$ cat src/rtl/seg_display_scanner.sv
// rtl/seg_display_scanner.sv - 8-digit seven-segment scanner showing the hex word or a BCD-converted counter
// Optional: define LEADING_ZERO_BLANK_EN to darken leading zero digits (digit 0 always lit).
module seg_display_scanner #(
  parameter int SCAN_DIV = 50000
) (
  input  logic        clk,
  input  logic        reset,
  input  logic [31:0] hex_in,
  input  logic [10:0] cnt_i,
  input  logic [10:0] cnt_r,
  input  logic [10:0] cnt_j,
  input  logic [10:0] cnt_clk,
  input  logic [2:0]  sel,
  input  logic        freeze,
  output logic [7:0]  an,
  output logic [6:0]  seg,
  output logic        dp,
  output logic        busy
);

  localparam int DW = (SCAN_DIV > 1) ? $clog2(SCAN_DIV) : 1;
  localparam logic [DW-1:0] DIV_LAST = DW'(SCAN_DIV - 1);

  localparam logic [1:0] S_IDLE    = 2'd0;
  localparam logic [1:0] S_CAPTURE = 2'd1;
  localparam logic [1:0] S_CONV    = 2'd2;
  localparam logic [1:0] S_LOAD    = 2'd3;

  logic [DW-1:0] div_cnt;
  logic [2:0]    digit_idx;
  logic [31:0]   disp_buf;
  logic [1:0]    state;
  logic [10:0]   bin_sr;
  logic [15:0]   bcd;
  logic [15:0]   bcd_adj;
  logic [3:0]    iter;
  logic          cnt_src;
  logic [10:0]   src_cnt;
  logic [3:0]    nib;
  logic [6:0]    seg_next;
  logic [7:0]    an_next;
  logic          tick;
  logic          frame_wrap;

  assign tick       = (div_cnt == DIV_LAST);
  assign frame_wrap = tick && (digit_idx == 3'd7);
  assign busy       = (state == S_CONV);

  always_ff @(posedge clk) begin
    if (!reset) begin
      div_cnt   <= '0;
      digit_idx <= 3'd0;
    end else if (tick) begin
      div_cnt   <= '0;
      digit_idx <= digit_idx + 3'd1;
    end else begin
      div_cnt   <= div_cnt + DW'(1);
    end
  end

  always_comb begin
    src_cnt = 11'd0;
    case (sel)
      3'd1:    src_cnt = cnt_clk;
      3'd2:    src_cnt = cnt_i;
      3'd3:    src_cnt = cnt_r;
      3'd4:    src_cnt = cnt_j;
      default: src_cnt = 11'd0;
    endcase
  end

  // Double-dabble correction: any BCD nibble >= 5 gets +3 before the shift.
  always_comb begin
    bcd_adj = bcd;
    for (int k = 0; k < 4; k++) begin
      if (bcd[4*k +: 4] >= 4'd5) bcd_adj[4*k +: 4] = bcd[4*k +: 4] + 4'd3;
    end
  end

  always_ff @(posedge clk) begin
    if (!reset) begin
      state    <= S_IDLE;
      disp_buf <= 32'h0;
      bin_sr   <= 11'd0;
      bcd      <= 16'h0;
      iter     <= 4'd0;
      cnt_src  <= 1'b0;
    end else begin
      case (state)
        S_IDLE: begin
          if (frame_wrap && !freeze) state <= S_CAPTURE;
        end
        S_CAPTURE: begin
          if (sel == 3'd0) begin
            disp_buf <= hex_in;
            cnt_src  <= 1'b0;
            state    <= S_IDLE;
          end else if (sel > 3'd4) begin
            disp_buf <= 32'h0;
            cnt_src  <= 1'b0;
            state    <= S_IDLE;
          end else begin
            bin_sr <= src_cnt;
            bcd    <= 16'h0;
            iter   <= 4'd0;
            state  <= S_CONV;
          end
        end
        S_CONV: begin
          {bcd, bin_sr} <= {bcd_adj, bin_sr} << 1;
          iter          <= iter + 4'd1;
          if (iter == 4'd10) state <= S_LOAD;
        end
        S_LOAD: begin
          disp_buf <= {16'h0, bcd};
          cnt_src  <= 1'b1;
          state    <= S_IDLE;
        end
        default: state <= S_IDLE;
      endcase
    end
  end

  assign nib = disp_buf[{digit_idx, 2'b00} +: 4];

  always_comb begin
    seg_next = 7'h40;
    case (nib)
      4'h0: seg_next = 7'h40;
      4'h1: seg_next = 7'h79;
      4'h2: seg_next = 7'h24;
      4'h3: seg_next = 7'h30;
      4'h4: seg_next = 7'h19;
      4'h5: seg_next = 7'h12;
      4'h6: seg_next = 7'h02;
      4'h7: seg_next = 7'h78;
      4'h8: seg_next = 7'h00;
      4'h9: seg_next = 7'h10;
      4'hA: seg_next = 7'h08;
      4'hB: seg_next = 7'h03;
      4'hC: seg_next = 7'h46;
      4'hD: seg_next = 7'h21;
      4'hE: seg_next = 7'h06;
      4'hF: seg_next = 7'h0E;
      default: seg_next = 7'h40;
    endcase
  end

  always_comb begin
    an_next = ~(8'd1 << digit_idx);
`ifdef LEADING_ZERO_BLANK_EN
    if ((digit_idx != 3'd0) && ((disp_buf >> {digit_idx, 2'b00}) == 32'h0)) an_next = 8'hFF;
`endif
  end

  always_ff @(posedge clk) begin
    if (!reset) begin
      an  <= 8'hFE;
      seg <= 7'h40;
      dp  <= 1'b1;
    end else begin
      an  <= an_next;
      seg <= seg_next;
      dp  <= !(cnt_src && (digit_idx == 3'd4));
    end
  end

endmodule

$ cat config.mk
export PLATFORM = sky130hd
export DESIGN_NAME = seg_display_scanner
export DESIGN_NICKNAME = d
export VERILOG_FILES = /design/src/rtl/seg_display_scanner.sv
export SDC_FILE = /design/constraint.sdc
export NUM_CORES = 1
export LEC_CHECK = 0
export BUFFER_PORTS_ARGS = -buffer_cell sky130_fd_sc_hd__buf_2
export CAP_MARGIN = 20
export CORE_AREA = 2 2 100 102
export DETAILED_ROUTE_END_ITERATION = 7
export DIE_AREA = 0 0 102 104
export PLACE_DENSITY = 0.79
export SLEW_MARGIN = 20
export SYNTH_ARGS = -nofsm -noshare
export SYNTH_HDL_FRONTEND = slang
export SYNTH_SLANG_ARGS = --single-unit
$ cat constraint.sdc
create_clock -name clk -period 3.05 [get_ports clk]
set_input_delay 0.1525 -clock clk [delete_from_list [all_inputs] [get_ports clk]]
set_output_delay 0.1525 -clock clk [all_outputs]
set_load 0.02 [all_outputs]
==> results of run 1 <==
stage by stage:
stage	hold slack (ns)	power [mW]	instances
5_1_grt	0.0142	2.33	818
2_1_floorplan	0.300	1.41	600
4_1_cts	0.0108	2.27	818
6_report	0.0153	2.27	818
3_5_place_dp	0.418	1.48	802
3_3_place_gp	0.402	1.47	802
layout make-up:
type,instances,area (um2)
clock buffer,11,151
clock inverter,5,35.0
fill,830,3700
inverter,21,78.8
multi-input combinational,441,2850
sequential,101,2020
tap,133,166
timing repair buffer,106,551
cells by family after synthesis:
| logic type | after synthesis | share of synthesized area [%] |
|---|---|---|
| buffers and inverters | 58 | 4.46 |
| and+or+nand+nor | 219 | 19.5 |
| adders and majority gates | 30 | 7.39 |
| AOI/OAI and AO/OA | 142 | 17.7 |
| muxes | 33 | 8.25 |
| DFF | 101 | 39.8 |
| xor gates and xnor gates | 17 | 2.93 |
worst max-delay path: cells and delay by family (launching register included):
kind | cells | cell delay (ns)
AOI/OAI and AO/OA | 3 | 0.44
adders and majority gates | 1 | 0.28
buffers and inverters | 2 | 0.41
DFF | 1 | 0.40
muxes | 1 | 0.53
and+or+nand+nor | 3 | 0.26
layout by cell type, fill, tap and decap left out, types with 5 or more instances in the layout:
master	synthesis	layout
inv_1	20	19
a221oi_1	15	15
mux4_2	6	6
buf_4	0	8
xor2_1	5	5
xnor2_1	12	12
clkbuf_8	0	11
nand2_1	63	63
nor2_1	66	66
buf_2	1	98
a21oi_1	49	49
mux2i_1	21	21
o21ai_0	29	29
nand3_1	39	39
nor3_1	16	16
nand4_1	6	6
dfxtp_1	101	101
a22oi_1	35	35
and3_1	5	5
nand2b_1	8	8
ha_1	30	30
power by group:
part | leakage, nW | internal (mW) | switching (mW)
logic | 1.33 | 0.0585 | 0.0662
registers | 0.814 | 1.32 | 0.00199
clock network | 0.0953 | 0.342 | 0.477
worst paths after layout:
| path | start | endpoint | slack (ns) | cells after the start |
|---|---|---|---|---|
| worst min-delay path | hex_in[30] | disp_buf[30] | 0.02 | 3 |
| worst max-delay path | digit_idx[0] | seg[0] | 0.66 | 10 |
| worst max register to register | digit_idx[0] | seg[0] | 0.66 | 10 |
| worst min register to register | div_cnt[0] | div_cnt[0] | 0.45 | 1 |
routing by layer:
layer	wire length (um)	GRT usage (%)
met3	405	3.16
met2	5840	37.6
met5	0	0
met4	262	9.14
met1	5160	29.3
registers in the layout, indices dropped and copies added (netlist names), named ones only:
| signal | flops |
|---|---|
| an | 8 |
| bcd | 16 |
| bin_sr | 11 |
| cnt_src | 1 |
| digit_idx | 3 |
| disp_buf | 32 |
| div_cnt | 16 |
| dp | 1 |
| iter | 4 |
| seg | 7 |
| state | 1 |
==> summary.txt, run 1 <==
Clock network
  – CTS buffer count: 9
  – H-Tree Depth: 3
  – Clock Sinks: 101
  – Setup bufs post-CTS: 0
  – Hold Buf Count CTS: 0
  – CTS tree: yes
  – CTS clock-pin slew for the worst setup and hold paths: 0.10 ns
  – Clk Latency, worst-skew pair: 0.38 ns
  – CTS Root Cell: clkbuf_8
  – Clock Path Buffers: 2
  – # resized after CTS: 0

Finish
  – N_diodes: 0
  – Syn-to-layout area delta: 15.1%
  – Post-layout util: 61.3%
  – Share of layout cells above drive strength 1: 20.3%
  – Post-route design area: 5850 um2
  – Nets@finish: 792

Worst setup path
  – CP Data Arrival Time: 2.71 ns
  – Slowest stage delay, CP: 0.53 ns
  – Critical-path maximum fanout: 11
  – Critical path capture point type: register
  – Setup CP Type: register to register
  – CP Cell Sequence: buf_4 -> mux4_2 -> nand2_1 -> nand2_1 -> inv_1 -> ha_1 -> nand2_1 -> a211oi_1 -> a41o_1 -> a311o_1
  – Top cell by count, worst path: nand2_1
  – Critical path required time: 3.37 ns
  – CP Launch Type: register
  – Slowest-stage cell, CP: mux4_2

STA
  – Slew HR: 40.8%
  – Fin. Hold Viols: 0
  – Setup tns final: 0 ns
  – Worst clock skew: 0.0104 ns
  – Min Tclk post-route: 2.39 ns
  – RSZ-0062 raised after global routing: false
  – Final worst-path setup slack: 0.664 ns
  – Period utilization: 78.2%
  – Fmax: 419 MHz
  – Count of final max-slew check failures: 0
  – Count of final setup violators: 0
  – Slew @ Worst Pin: 0.887 ns

Job
  – # Max-Cap Violations: 0

Detailed routing
  – Final WL: 11700 um
  – Iteration-0 DRC Markers: 218
  – Antenna Nets Post-Route: 0
  – Routed len/inst: 14.3 um
  – Residual DRC: 0
  – DRT Pass-1 Iters: 5
  – Vias per cell: 5.54
  – Via count: 4528

Yosys
  – Mapped cell area: 5080 um2
  – Synth top area share: 39.8%
  – Synth Flop Type: dfxtp_1
  – Distinct cells, synth: 45
  – Seq cells post-synth: 101
  – Synth top cells by count: dfxtp_1 (101), nor2_1 (66), nand2_1 (63)
  – Number of enable flip-flop cells after synthesis: 0
  – Sequential-to-total area share from yosys stat: 39.8%
  – Mapped Cells: 600
  – Dominant cell type by area after synthesis: dfxtp_1
  – Count leader, synth: dfxtp_1
  – Async S/R FF share, synth: 0%
  – Synth top area cells: dfxtp_1 (40%), ha_1 (7.4%), a22oi_1 (5.2%)
  – Synthesized area per cell: 8.47 um2
  – Syn nets: 712
  – Ys Warns: 0

Global route
  – Overall Global Routing Usage: 22.6%
  – Largest net degree at the start of global routing: 55
  – Vias in the first global route: 4275
  – Initial antenna violation count: 0
  – First-pass GRT wire length: 19500 um
  – Grt ovf: 0

Power
  – Power Density: 387 nW/um2
  – Leak Pwr: 2.24 nW
  – Peak VDD IR: 0.190 mV

Floorplan
  – Full die area: 10600 um2
  – DIE HEIGHT: 104 um
  – Row cnt: 36
  – Number of I/O pins: 99
  – Starting Density: 53.2%
  – Die X-Extent: 102 um
  – Core area: 9550 um2

Outcome
  – Status: finished clean

Placement
  – DP HPWL: 8650 um
  – I/O Buffers: 98
  – Dpl ws: 0.697 ns
  – Placed cell area: 5660 um2
  – GPL Wtd Cong: 0.833

Worst hold path
  – Worst Hold Class: primary input to register
No activity file was read; power rests on OpenSTA's default activity.
==> run 2, diff against run 1 <==
Clock period 3.05 ns to 2.2 ns, I/O delays scaled along.
==> summary.txt, run 2 (synthesized netlist as in run 1, its figures left out) <==
Worst setup path
  – Slowest stage delay, CP: 0.50 ns (-0.03 ns)
  – CP Cell Sequence: buf_8 -> mux4_2 -> nand2_1 -> nand2_1 -> ha_1 -> nand2_1 -> a21oi_1 -> a311o_1
  – Worst R2R Path Depth: 8 (-2)
  – CP Data Arrival Time: 2.41 ns (-0.30 ns)
  – Slowest-stage cell, CP: mux4_2
  – Setup CP Type: register to register
  – Top cell by count, worst path: nand2_1
  – CP Launch Type: register
  – Critical-path maximum fanout: 7 (-4)
  – Reg2Reg Capture Point: seg[6]
  – Critical path capture point type: register
  – Critical path required time: 2.46 ns (-0.91 ns)
  – Reg2Reg Setup Slack: 0.05 ns (-0.62 ns)
  – R2R Path Start: digit_idx[0]

Floorplan
  – Full die area: 10600 um2 (unchanged)
  – Number of I/O pins: 99 (unchanged)
  – Die X-Extent: 102 um (unchanged)
  – DIE HEIGHT: 104 um (unchanged)
  – Row cnt: 36 (unchanged)
  – Starting Density: 53.2% (unchanged)
  – Core area: 9550 um2 (unchanged)

Finish
  – N_diodes: 0 (unchanged)
  – Share of layout cells above drive strength 1: 21.9% (+1.6 points)
  – Top reg by flops: disp_buf
  – Nets@finish: 825 (+4.2%)
  – # fillers: 761 (-8.3%)
  – Syn-to-layout area delta: 22.6%
  – Post-route insts no fill: 851 (+4.0%)
  – Most common cell after layout, fill and taps aside: dfxtp_1
  – Biggest regs: disp_buf: 32 flops, bcd: 16 flops, div_cnt: 16 flops
  – Most frequent cells in the layout: dfxtp_1 (100), buf_2 (98), nor2_1 (66)
  – Max FFs per register: 32 (unchanged)

Clock network
  – CTS Root Cell: clkbuf_8
  – Clk Latency, worst-skew pair: 0.37 ns (about the same)
  – CTS clock-pin slew for the worst setup and hold paths: 0.10 ns (about the same)
  – H-Tree Depth: 3 (unchanged)
  – Clock Path Buffers: 2 (unchanged)
  – CTS tree: yes
  – Clock Sinks: 101 (unchanged)
  – CTS buffer count: 9 (unchanged)

STA
  – Fmax: 464 MHz (+11%)
  – Slew HR: 46.4% (+5.6 points)
  – Worst clock skew: 0.0106 ns (+0.000246 ns)
  – Hold_ws: 0.0166 ns (+0.00134 ns)
  – Slew @ Worst Pin: 0.802 ns (-0.0858 ns)
  – Count of final max-slew check failures: 0 (unchanged)
  – Fin. Hold Viols: 0 (unchanged)
  – Count of final setup violators: 0 (unchanged)
  – Period utilization: 97.9% (+20 points)
  – Min Tclk post-route: 2.15 ns (-0.233 ns)

Placement
  – I/O Buffers: 98 (unchanged)
  – DP HPWL: 8710 um (+0.65%)
  – GPL Wtd Cong: 0.863 (+3.5%)
  – Placed Cells: 812 (+1.2%)

Detailed routing
  – Antenna Nets Post-Route: 0 (unchanged)
  – Residual DRC: 0 (unchanged)
  – DRT Pass-1 Iters: 5 (unchanged)
  – Routed len/inst: 14.8 um (+3.5%)
  – Iteration-0 DRC Markers: 373 (+71%)
  – Via count: 4794 (+5.9%)
  – Final WL: 12600 um (+7.7%)
  – Vias per cell: 5.63 (+1.8%)

Worst hold path
  – Hold Path End: disp_buf[26]
  – Hold Path Origin: hex_in[26]
  – Worst Hold Class: primary input to register
  – Hold-critical path depth: 3 (unchanged)

Global route
  – Largest net degree at the start of global routing: 59 (+7.3%)
  – Initial antenna violation count: 0 (unchanged)
  – Overall Global Routing Usage: 23.5% (+0.88 points)
  – Vias in the first global route: 4485 (+4.9%)
  – First-pass GRT wire length: 20500 um (+4.8%)
  – Grt ovf: 0 (unchanged)

Power
  – Leak Pwr: 2.43 nW (+8.1%)
  – Design Power: 3.32 mW (+47%)
  – Peak VDD IR: 0.411 mV (+120%)
  – Power Density: 533 nW/um2 (+38%)

Outcome
  – Status: finished clean

Job
  – # Max-Cap Violations: 0 (unchanged)
==> run 2: cell count changes in the layout (fill, tap and decap cells not counted), sizes merged <==
cell,before,now
dlygate4sd3,0,19
buf,106,120
clkinv,5,2
inv,20,22
bufinv,0,1
clkbuf,11,12
clkinvlp,1,0
==> run 2: critical path: cells and delay by family, from the launching register on <==
| kind | cells | cell delay, ns |
|---|---|---|
| compound gates | 2 | 0.41 |
| fa+ha+maj | 1 | 0.26 |
| simple gates | 3 | 0.32 |
| buf+inv | 1 | 0.15 |
| mux | 1 | 0.50 |
| flops | 1 | 0.41 |
==> run 2: layout make-up <==
| class | count | area [um2] | area share (%) |
|---|---|---|---|
| clock buffer | 12 | 165 | 2.65 |
| clock inverter | 4 | 52.6 | 0.844 |
| multi-input combinational | 441 | 2870 | 46.1 |
| timing repair buffer | 139 | 866 | 13.9 |
| tap | 133 | 166 | 2.67 |
| sequential | 101 | 2030 | 32.5 |
| inverter | 21 | 78.8 | 1.27 |
==> run 2: layer usage <==
layer / GRT usage, % / vias to the layer above / part of all wire, %
met3: 3.16 / 34 / 3.8
met4: 9.62 / 0 / 2.8
li1: - / 2355 / -
met2: 38.8 / 133 / 50
met1: 30.7 / 2272 / 44
met5: 0 / - / 0
==> run 2: through the flow <==
stage | setup TNS, ns | utilization, % | worst slack [ns] | instance area, um2
after floorplan | 0 | - | 0.00511 | 5100
after global placement | 0 | 60.4 | 0.0497 | 5760
after detailed placement | -0.106 | 60.4 | -0.106 | 5760
after CTS | 0 | 64.7 | 0.0104 | 6170
after global routing | -0.0171 | 65.2 | -0.0133 | 6230
final | 0 | 65.2 | 0.0468 | 6230
==> run 2: worst max-delay path by stage <==
stage | from | endpoint | slack [ns]
floorplan | digit_idx[0] | seg[0] | 0.005
CTS | digit_idx[0] | seg[0] | 0.01
finish | digit_idx[0] | seg[6] | 0.05
global placement | digit_idx[0] | seg[0] | 0.05
global route | digit_idx[0] | seg[6] | -0.01
detailed placement | digit_idx[0] | seg[0] | -0.11
==> run 2: repair_timing <==
action	in CTS	in global routing
resized for setup	4	2
endpoints found under the hold margin	18	1
buffers inserted	0	4
hold buffers	18	1
setup endpoints to repair	4	1
pin swaps	0	2
==> run 2: where the power goes <==
part,internal (mW),switching [mW],total (mW)
Clock,0.627,0.653,1.28
Sequential,1.83,0.00308,1.83
Combinational,0.107,0.104,0.210
